<file path="config.mk">
export PLATFORM = sky130hd
export DESIGN_NAME = rf2p_port_arbiter
export DESIGN_NICKNAME = d
export VERILOG_FILES = /design/src/rtl/rf2p_port_arbiter.sv
export SDC_FILE = /design/constraint.sdc
export NUM_CORES = 1
export LEC_CHECK = 0
export BUFFER_PORTS_ARGS = -buffer_cell sky130_fd_sc_hd__buf_2
export CAP_MARGIN = 40
export CORE_MARGIN = 5
export CORE_UTILIZATION = 39
export DETAILED_ROUTE_END_ITERATION = 8
export PLACE_DENSITY = 0.95
export SYNTH_ARGS = -nofsm -noshare
export SYNTH_HDL_FRONTEND = slang
export SYNTH_SLANG_ARGS = --single-unit
</file>
<file path="constraint.sdc">
create_clock -name i_clk -period 9 [get_ports i_clk]
set_input_delay 1.8 -clock i_clk [delete_from_list [all_inputs] [get_ports i_clk]]
set_output_delay 1.8 -clock i_clk [all_outputs]
set_load 0.02 [all_outputs]
</file>
<file path="src/rtl/rf2p_port_arbiter.sv">
// Round-robin arbiter sharing one two-port register file (A read / B write) among NREQ requesters.
// A read that hits the address written in the same cycle is stalled so the write lands first.
module rf2p_port_arbiter #(
  parameter int NREQ = 4,
  parameter int DWD  = 16,
  parameter int AWD  = 6
) (
  input  logic                 i_clk,
  input  logic                 i_rst_n,
  input  logic [NREQ-1:0]      i_rreq,
  input  logic [NREQ*AWD-1:0]  i_raddr,
  output logic [NREQ-1:0]      o_rgnt,
  output logic [NREQ-1:0]      o_rvalid,
  output logic [DWD-1:0]       o_rdata,
  input  logic [NREQ-1:0]      i_wreq,
  input  logic [NREQ*AWD-1:0]  i_waddr,
  input  logic [NREQ*DWD-1:0]  i_wdata,
  output logic [NREQ-1:0]      o_wgnt,
  output logic                 o_rf_read,
  output logic [AWD-1:0]       o_rf_raddr,
  output logic                 o_rf_write,
  output logic [AWD-1:0]       o_rf_waddr,
  output logic [DWD-1:0]       o_rf_wdata,
  input  logic [DWD-1:0]       i_rf_rdata
);

  localparam int PW = (NREQ > 1) ? $clog2(NREQ) : 1;
  localparam logic [PW-1:0] LAST = PW'(NREQ - 1);
  localparam logic [PW-1:0] ONE  = PW'(1);

  logic [AWD-1:0] raddr_arr [NREQ];
  logic [AWD-1:0] waddr_arr [NREQ];
  logic [DWD-1:0] wdata_arr [NREQ];

  genvar gi;
  generate
    for (gi = 0; gi < NREQ; gi++) begin : g_unpack
      assign raddr_arr[gi] = i_raddr[gi*AWD +: AWD];
      assign waddr_arr[gi] = i_waddr[gi*AWD +: AWD];
      assign wdata_arr[gi] = i_wdata[gi*DWD +: DWD];
    end
  endgenerate

  logic [PW-1:0]   rptr_q, rptr_d;
  logic [PW-1:0]   wptr_q, wptr_d;
  logic [NREQ-1:0] rvalid_q, rvalid_d;

  logic            w_found, r_found;
  logic [PW-1:0]   w_idx, r_idx;
  logic [PW-1:0]   w_scan, r_scan;
  logic            w_en, r_en, collision;

  // First asserted request at or after each pointer, wrapping modulo NREQ.
  always_comb begin
    w_found = 1'b0;
    r_found = 1'b0;
    w_idx   = '0;
    r_idx   = '0;
    w_scan  = '0;
    r_scan  = '0;
    for (int i = 0; i < NREQ; i++) begin
      w_scan = PW'((int'(wptr_q) + i) % NREQ);
      r_scan = PW'((int'(rptr_q) + i) % NREQ);
      if (!w_found && i_wreq[w_scan]) begin
        w_found = 1'b1;
        w_idx   = w_scan;
      end
      if (!r_found && i_rreq[r_scan]) begin
        r_found = 1'b1;
        r_idx   = r_scan;
      end
    end
  end

  // A colliding read candidate blocks the read port; nobody behind it is promoted.
  assign w_en      = w_found & i_rst_n;
  assign collision = w_en & r_found & (raddr_arr[r_idx] == waddr_arr[w_idx]);
  assign r_en      = r_found & i_rst_n & ~collision;

  always_comb begin
    o_wgnt     = '0;
    o_rgnt     = '0;
    o_rf_write = w_en;
    o_rf_read  = r_en;
    o_rf_waddr = '0;
    o_rf_wdata = '0;
    o_rf_raddr = '0;
    wptr_d     = wptr_q;
    rptr_d     = rptr_q;
    if (w_en) begin
      o_wgnt[w_idx] = 1'b1;
      o_rf_waddr    = waddr_arr[w_idx];
      o_rf_wdata    = wdata_arr[w_idx];
      wptr_d        = (w_idx == LAST) ? '0 : w_idx + ONE;
    end
    if (r_en) begin
      o_rgnt[r_idx] = 1'b1;
      o_rf_raddr    = raddr_arr[r_idx];
      rptr_d        = (r_idx == LAST) ? '0 : r_idx + ONE;
    end
    rvalid_d = o_rgnt;
  end

  always_ff @(posedge i_clk) begin
    if (!i_rst_n) begin
      rptr_q   <= '0;
      wptr_q   <= '0;
      rvalid_q <= '0;
    end else begin
      rptr_q   <= rptr_d;
      wptr_q   <= wptr_d;
      rvalid_q <= rvalid_d;
    end
  end

  // Gated by reset as well, so a tag registered just before reset never reaches a client.
  assign o_rvalid = rvalid_q & {NREQ{i_rst_n}};
  assign o_rdata  = i_rf_rdata;

endmodule

</file>
Word level (Yosys, flattened, before mapping)
Index checks and enable logic that the tools add are counted.

Register bits after elaboration: 8. Input port bits: 138. Output and inout bits: 58. Word-level logic and storage cells: 103.

Add/sub/neg operators: 8. Magnitude comparators: 14. Eq/ne operators: 3. Mux-type cells: 52. Bitwise operators: 9. Reduce and logical (&&, ||, !) cells: 14.

Operator list (number): two-way mux 16 bit (3); two-way mux 6 bit (6); binary-select mux 16 bit (select 2 bit) (1); < comparator 2 x 3 -> 1 bit, second input constant (10); binary-select mux 6 bit (select 2 bit) (2); two-way mux 2 bit (10); two-way mux 1 bit (18); binary-select mux 1 bit (select 2 bit) (8); adder 2 x 1 -> 2 bit, second input constant (4); adder 2 bit, second input constant (4); logical AND 1 bit (8); two-way mux 4 bit (2); == test 6 bit (1); >= comparator 3 bit, second input constant (2); zero test 1 bit (6); NOT 2 -> 3 bit (2); bitwise AND 1 bit (5); bitwise AND 4 bit (1); demux 1 bit (select 2 bit) (2); == test 2 bit, second input constant (2); >= comparator 2 x 1 -> 1 bit, second input constant (2); NOT 1 bit (1).

Logic depth before layout (Yosys ltp)
Depth after elaboration: 21. Gate-level depth with buffers: 12.

Worst setup path after synthesis
No wires, ideal clock.

Path type: input to output. Start: input i_rreq[0]. End: output o_rf_raddr[1]. Arrival time: 3.773 ns. Slack: 3.427 ns. Stages on the path: 11. Buffers on the path: 2. Path through: a21oi_1 o21a_1 o22a_1 buf_4 mux2i_1 mux2i_1 xnor2_1 nand4_1 o311a_4 buf_6 and2_1.

Word-level cells in the longest chain between the ends: 21. Elaborated cells on any way between the ends: 33. Those cells by class: 1 x eq/ne; 20 x mux; 6 x bitwise; 6 x reduce/logical.

Ends and longest elaborated chain: from (decl) (line 10) `input logic [NREQ-1:0] i_rreq,`; binary-select mux 1 bit (select 2 bit) (line 68) `if (!r_found && i_rreq[r_scan]) begin`; two-way mux 1 bit (not written as such) (line 68); two-way mux 1 bit (line 68); zero test 1 bit (line 68); logical AND 1 bit (line 68); two-way mux 1 bit (line 68); zero test 1 bit (line 68); logical AND 1 bit (line 68); [5 not listed]; binary-select mux 6 bit (select 2 bit) (line 77) `assign collision = w_en & r_found & (raddr_arr[r_idx] == waddr_arr[w_idx]);`; two-way mux 6 bit (not written as such) (2 in a row) (line 77); == test 6 bit (line 77); bitwise AND 1 bit (line 77); NOT 1 bit (line 78) `assign r_en = r_found & i_rst_n & ~collision;`; bitwise AND 1 bit * (line 78); via o_rf_read (line 19) `output logic o_rf_read,`; two-way mux 6 bit * (line 96) `if (r_en) begin`; to (decl) (line 20) `output logic [AWD-1:0] o_rf_raddr,`.

The timed path passes the listed nets; every way through them passes the cells marked *. The select of a mux whose other input is x is not followed.

Worst setup path in the final report
Start: input i_wreq[0]. End: output o_rf_raddr[2].

Word-level cells in the longest chain between the ends: 21. Elaborated cells on any way between the ends: 33. Those cells by class: 1 x eq/ne; 20 x mux; 6 x bitwise; 6 x reduce/logical.

Ends and longest elaborated chain: from (decl) (line 15) `input logic [NREQ-1:0] i_wreq,`; binary-select mux 1 bit (select 2 bit) (line 64) `if (!w_found && i_wreq[w_scan]) begin`; two-way mux 1 bit (not written as such) (line 64); two-way mux 1 bit (line 64); zero test 1 bit (line 64); logical AND 1 bit (line 64); two-way mux 1 bit (line 64); zero test 1 bit (line 64); logical AND 1 bit (line 64); [4 not listed]; NOT 2 -> 3 bit (not written as such) (line 77); binary-select mux 6 bit (select 2 bit) (line 77); two-way mux 6 bit (not written as such) (2 in a row) (line 77); == test 6 bit (line 77); bitwise AND 1 bit * (line 77); NOT 1 bit * (line 78); bitwise AND 1 bit * (line 78); two-way mux 6 bit * (line 96).

Every way passes the cells marked *; elsewhere a longest branch is shown, timed or not. The select of a mux whose other input is x is not followed.

==> impl_metrics.env <==
export IMPL_numCtsBuffers=3
export IMPL_arrival_ns=4.59
export IMPL_track_usage=0.186
export IMPL_htreeDepth=1
export IMPL_cp_num_buf_inv=3
export IMPL_post_route_drc_count=0
export IMPL_num_vias=2103
export IMPL_p_leak_uw=0.00142
export IMPL_yosys_area_top_type="mux2i_1"
export IMPL_hpwl_um=5460
export IMPL_num_rows=25
export IMPL_synth_area_top_cells="mux2i_1 (27%), mux2_2 (11%), dfxtp_1 (8.6%), and2_1 (7.1%), a211oi_1 (6.9%)"
export IMPL_cts_tree="yes"
export IMPL_yosys_warnings=0
export IMPL_synthAdderAreaFrac=0.0538
export IMPL_hold_depth=2
export IMPL_worst_pin_slew_ns=0.747
export IMPL_ys_seq_area_frac=0.0861
export IMPL_die_h_um=79.0
export IMPL_clk_pin_slew_ns=0.04
export IMPL_start_util=0.399
export IMPL_reg2regPathDepth=10
export IMPL_ioPinCount=196
export IMPL_drv_slew=0
export IMPL_die_w_um=79.0
export IMPL_status="finished clean"
export IMPL_finalCritPeriodShare=0.710
export IMPL_cp_top_family="compound AO/OA/AOI/OAI gates"
export IMPL_cap_violations=0
export IMPL_power_density_nw_per_um2=132
export IMPL_area_delta_synth_final_pct=41.1
export IMPL_hold_viol=0
export IMPL_core_area_um2=4660
export IMPL_synth_top_family_by_area="multiplexers"
export IMPL_crit_type="in -> out"
export IMPL_rsz0062_at_grt="false"
export IMPL_grt_pass1_wl_um=9680
export IMPL_finish_utilization=0.563
export IMPL_synth_simple_area_share=0.194
export IMPL_end_kind="output pin"
export IMPL_antenna_found_initial=0
export IMPL_skew_ns=0.00365
export IMPL_drive_gt1_frac=0.525
export IMPL_power_uw=345
export IMPL_syn_area_per_cell_um2=8.26
export IMPL_drt_iter0_markers=37
export IMPL_grt_overflow_total=0
export IMPL_ys_types=33
export IMPL_min_from="rptr_q[1]"
export IMPL_worst_r2r_endpoint="rvalid_q[2]"
export IMPL_finalSetupViolations=0
export IMPL_synth_area_um2=1860
export IMPL_cp_max_fo=40
export IMPL_reg2reg_from="wptr_q[1]"
export IMPL_cts_resized=0
export IMPL_cp_required_ns=7.20
export IMPL_crit_cells=12
export IMPL_max_slew_margin_rel=0.502
export IMPL_crit_end="o_rf_raddr[2]"
export IMPL_ant_nets=0
export IMPL_diodes=0
export IMPL_nNetsFinal=512
export IMPL_synth_xor_area_share=0.0283
export IMPL_holdCritPathClass="reg -> reg"
export IMPL_grt_pass1_vias=2153
export IMPL_grt_max_degree=41
export IMPL_wl_um=6270
export IMPL_start_kind="primary input"
export IMPL_cts_root_buf="clkbuf_8"
export IMPL_path_cells="buf_2 > a21oi_1 > o21a_1 > o22a_2 > buf_4 > mux2i_1 > mux2i_1 > xnor2_1 > nand4_1 > o311a_4 > and2_1 > buf_2"
export IMPL_synth_fp_nets=371
export IMPL_ys_ff_latch=8
export IMPL_clock_latency_ns=0.22
export IMPL_routed_via_density=5.03
export IMPL_reg2reg_setup_slack_ns=6.01
export IMPL_syn_inst=225
export IMPL_ctsHoldBuffers=0
export IMPL_gp_congestion=0.777
export IMPL_fp_dieArea_um2=6250
export IMPL_clock_sinks=8
export IMPL_clk_path_buf_depth=2
export IMPL_cp_startpoint="i_wreq[0]"
export IMPL_drt_wirelength_per_cell_um=15.0
export IMPL_first_pass_iters=4
export IMPL_synth_top_cell_area_share=0.269
export IMPL_slowest_delay_ns=0.51
export IMPL_crit_slowest_cell="buf_4"
export IMPL_io_buffers=163
export IMPL_muxShareOfSynthArea=0.384
export IMPL_fmax_ghz=0.157
export IMPL_irDropWorstVdd_mv=0.0488
export IMPL_post_route_min_period_ns=6.39
export IMPL_synth_compound_area_frac=0.133
export IMPL_setup_tns_ns=0
export IMPL_post_cts_setup_buffers=0
-- report_power, final --
part | total [µW] | internal (µW) | leakage (µW) | switching (µW)
sequential | 46.2 | 41.2 | 0.0000662 | 5.08
combinational | 258 | 118 | 0.00133 | 140
clock | 41.1 | 28.8 | 0.0000216 | 12.3
total | 345 | 188 | 0.00142 | 158
-- worst min path at each step --
stage | endpoint | slack [ns]
finish | rptr_q[1] | 0.55
global route | rptr_q[0] | 0.60
CTS | rptr_q[1] | 0.56
detailed placement | rptr_q[1] | 0.54
global placement | rptr_q[1] | 0.52
floorplan | rptr_q[1] | 0.49
-- Yosys cell counts, drive strengths merged --
| library cell | n |
|---|---|
| nand2b | 1 |
| nand4 | 1 |
| dfxtp | 8 |
| nor3b | 1 |
| and2 | 23 |
| nor2 | 22 |
| nor2b | 2 |
| nand2 | 6 |
| xor2 | 1 |
| o21a | 2 |
| xnor2 | 5 |
| inv | 7 |
| o21ai | 1 |
| ha | 8 |
| mux2i | 50 |
| buf | 22 |
| mux2 | 19 |
| o221a | 1 |
| o22a | 2 |
| or4 | 2 |
| nor3 | 3 |
| o31a | 1 |
| and3 | 4 |
| a21oi | 8 |
| clkbuf | 7 |
| a211oi | 17 |
| o311a | 1 |
-- placed cells by master (no fill, tap or decap), types with 4 or more instances in the layout --
master	Yosys	layout
mux2i_1	50	50
mux2_2	18	18
buf_2	2	163
and3_1	4	4
dfxtp_1	8	8
nor2_1	22	22
ha_1	8	8
and2_1	21	21
inv_1	7	7
a211oi_1	17	17
nand2_1	6	6
a21oi_1	8	8
xnor2_1	5	5
-- stage by stage --
stage	worst slack (ns)	hold WS, ns	instance area, µm²	instances
after CTS	2.60	0.556	2620	418
after global routing	2.35	0.595	2620	418
after detailed placement	2.61	0.543	2580	415
after floorplan	3.43	0.493	1860	225
final	2.61	0.554	2620	418
after global placement	2.82	0.520	2550	414
-- cell families (layout without fill, tap and decap cells) --
family	Yosys count	count (layout)
XOR/XNOR	6	6
multiplexers	69	69
adder cells (fa/ha/maj)	8	8
AO/OA/AOI/OAI	33	33
flip-flops	8	8
buffers and inverters	36	175
AND/OR/NAND/NOR	65	65
-- layout make-up --
class,count,area [µm²]
Clock buffer,3,41.3
Sequential cell,8,160
Fill cell,424,2040
Tap cell,54,67.6
Inverter,7,26.3
Timing Repair Buffer,165,851
Multi-Input combinational cell,181,1480
-- worst register-to-register path, delay by kind of cell, from the launching register on --
kind            cells  cell delay [ns]
xor+xnor            1             0.20
compound gates      4             0.99
buf+inv             1             0.52
flops               1             0.37
simple gates        2             0.40
mux                 2             0.42
-- layer usage --
layer / GRT usage / part of all wire
met5: 0 / 0
met4: 0.0395 / 0.013
met3: 0.0420 / 0.074
met2: 0.334 / 0.53
met1: 0.225 / 0.38
-- flip-flops by register name, summed over array words and instances, names as in the netlist --
signal	flops
rptr_q	2
wptr_q	2
rvalid_q	4
No activity file was read; power rests on OpenSTA's default activity.
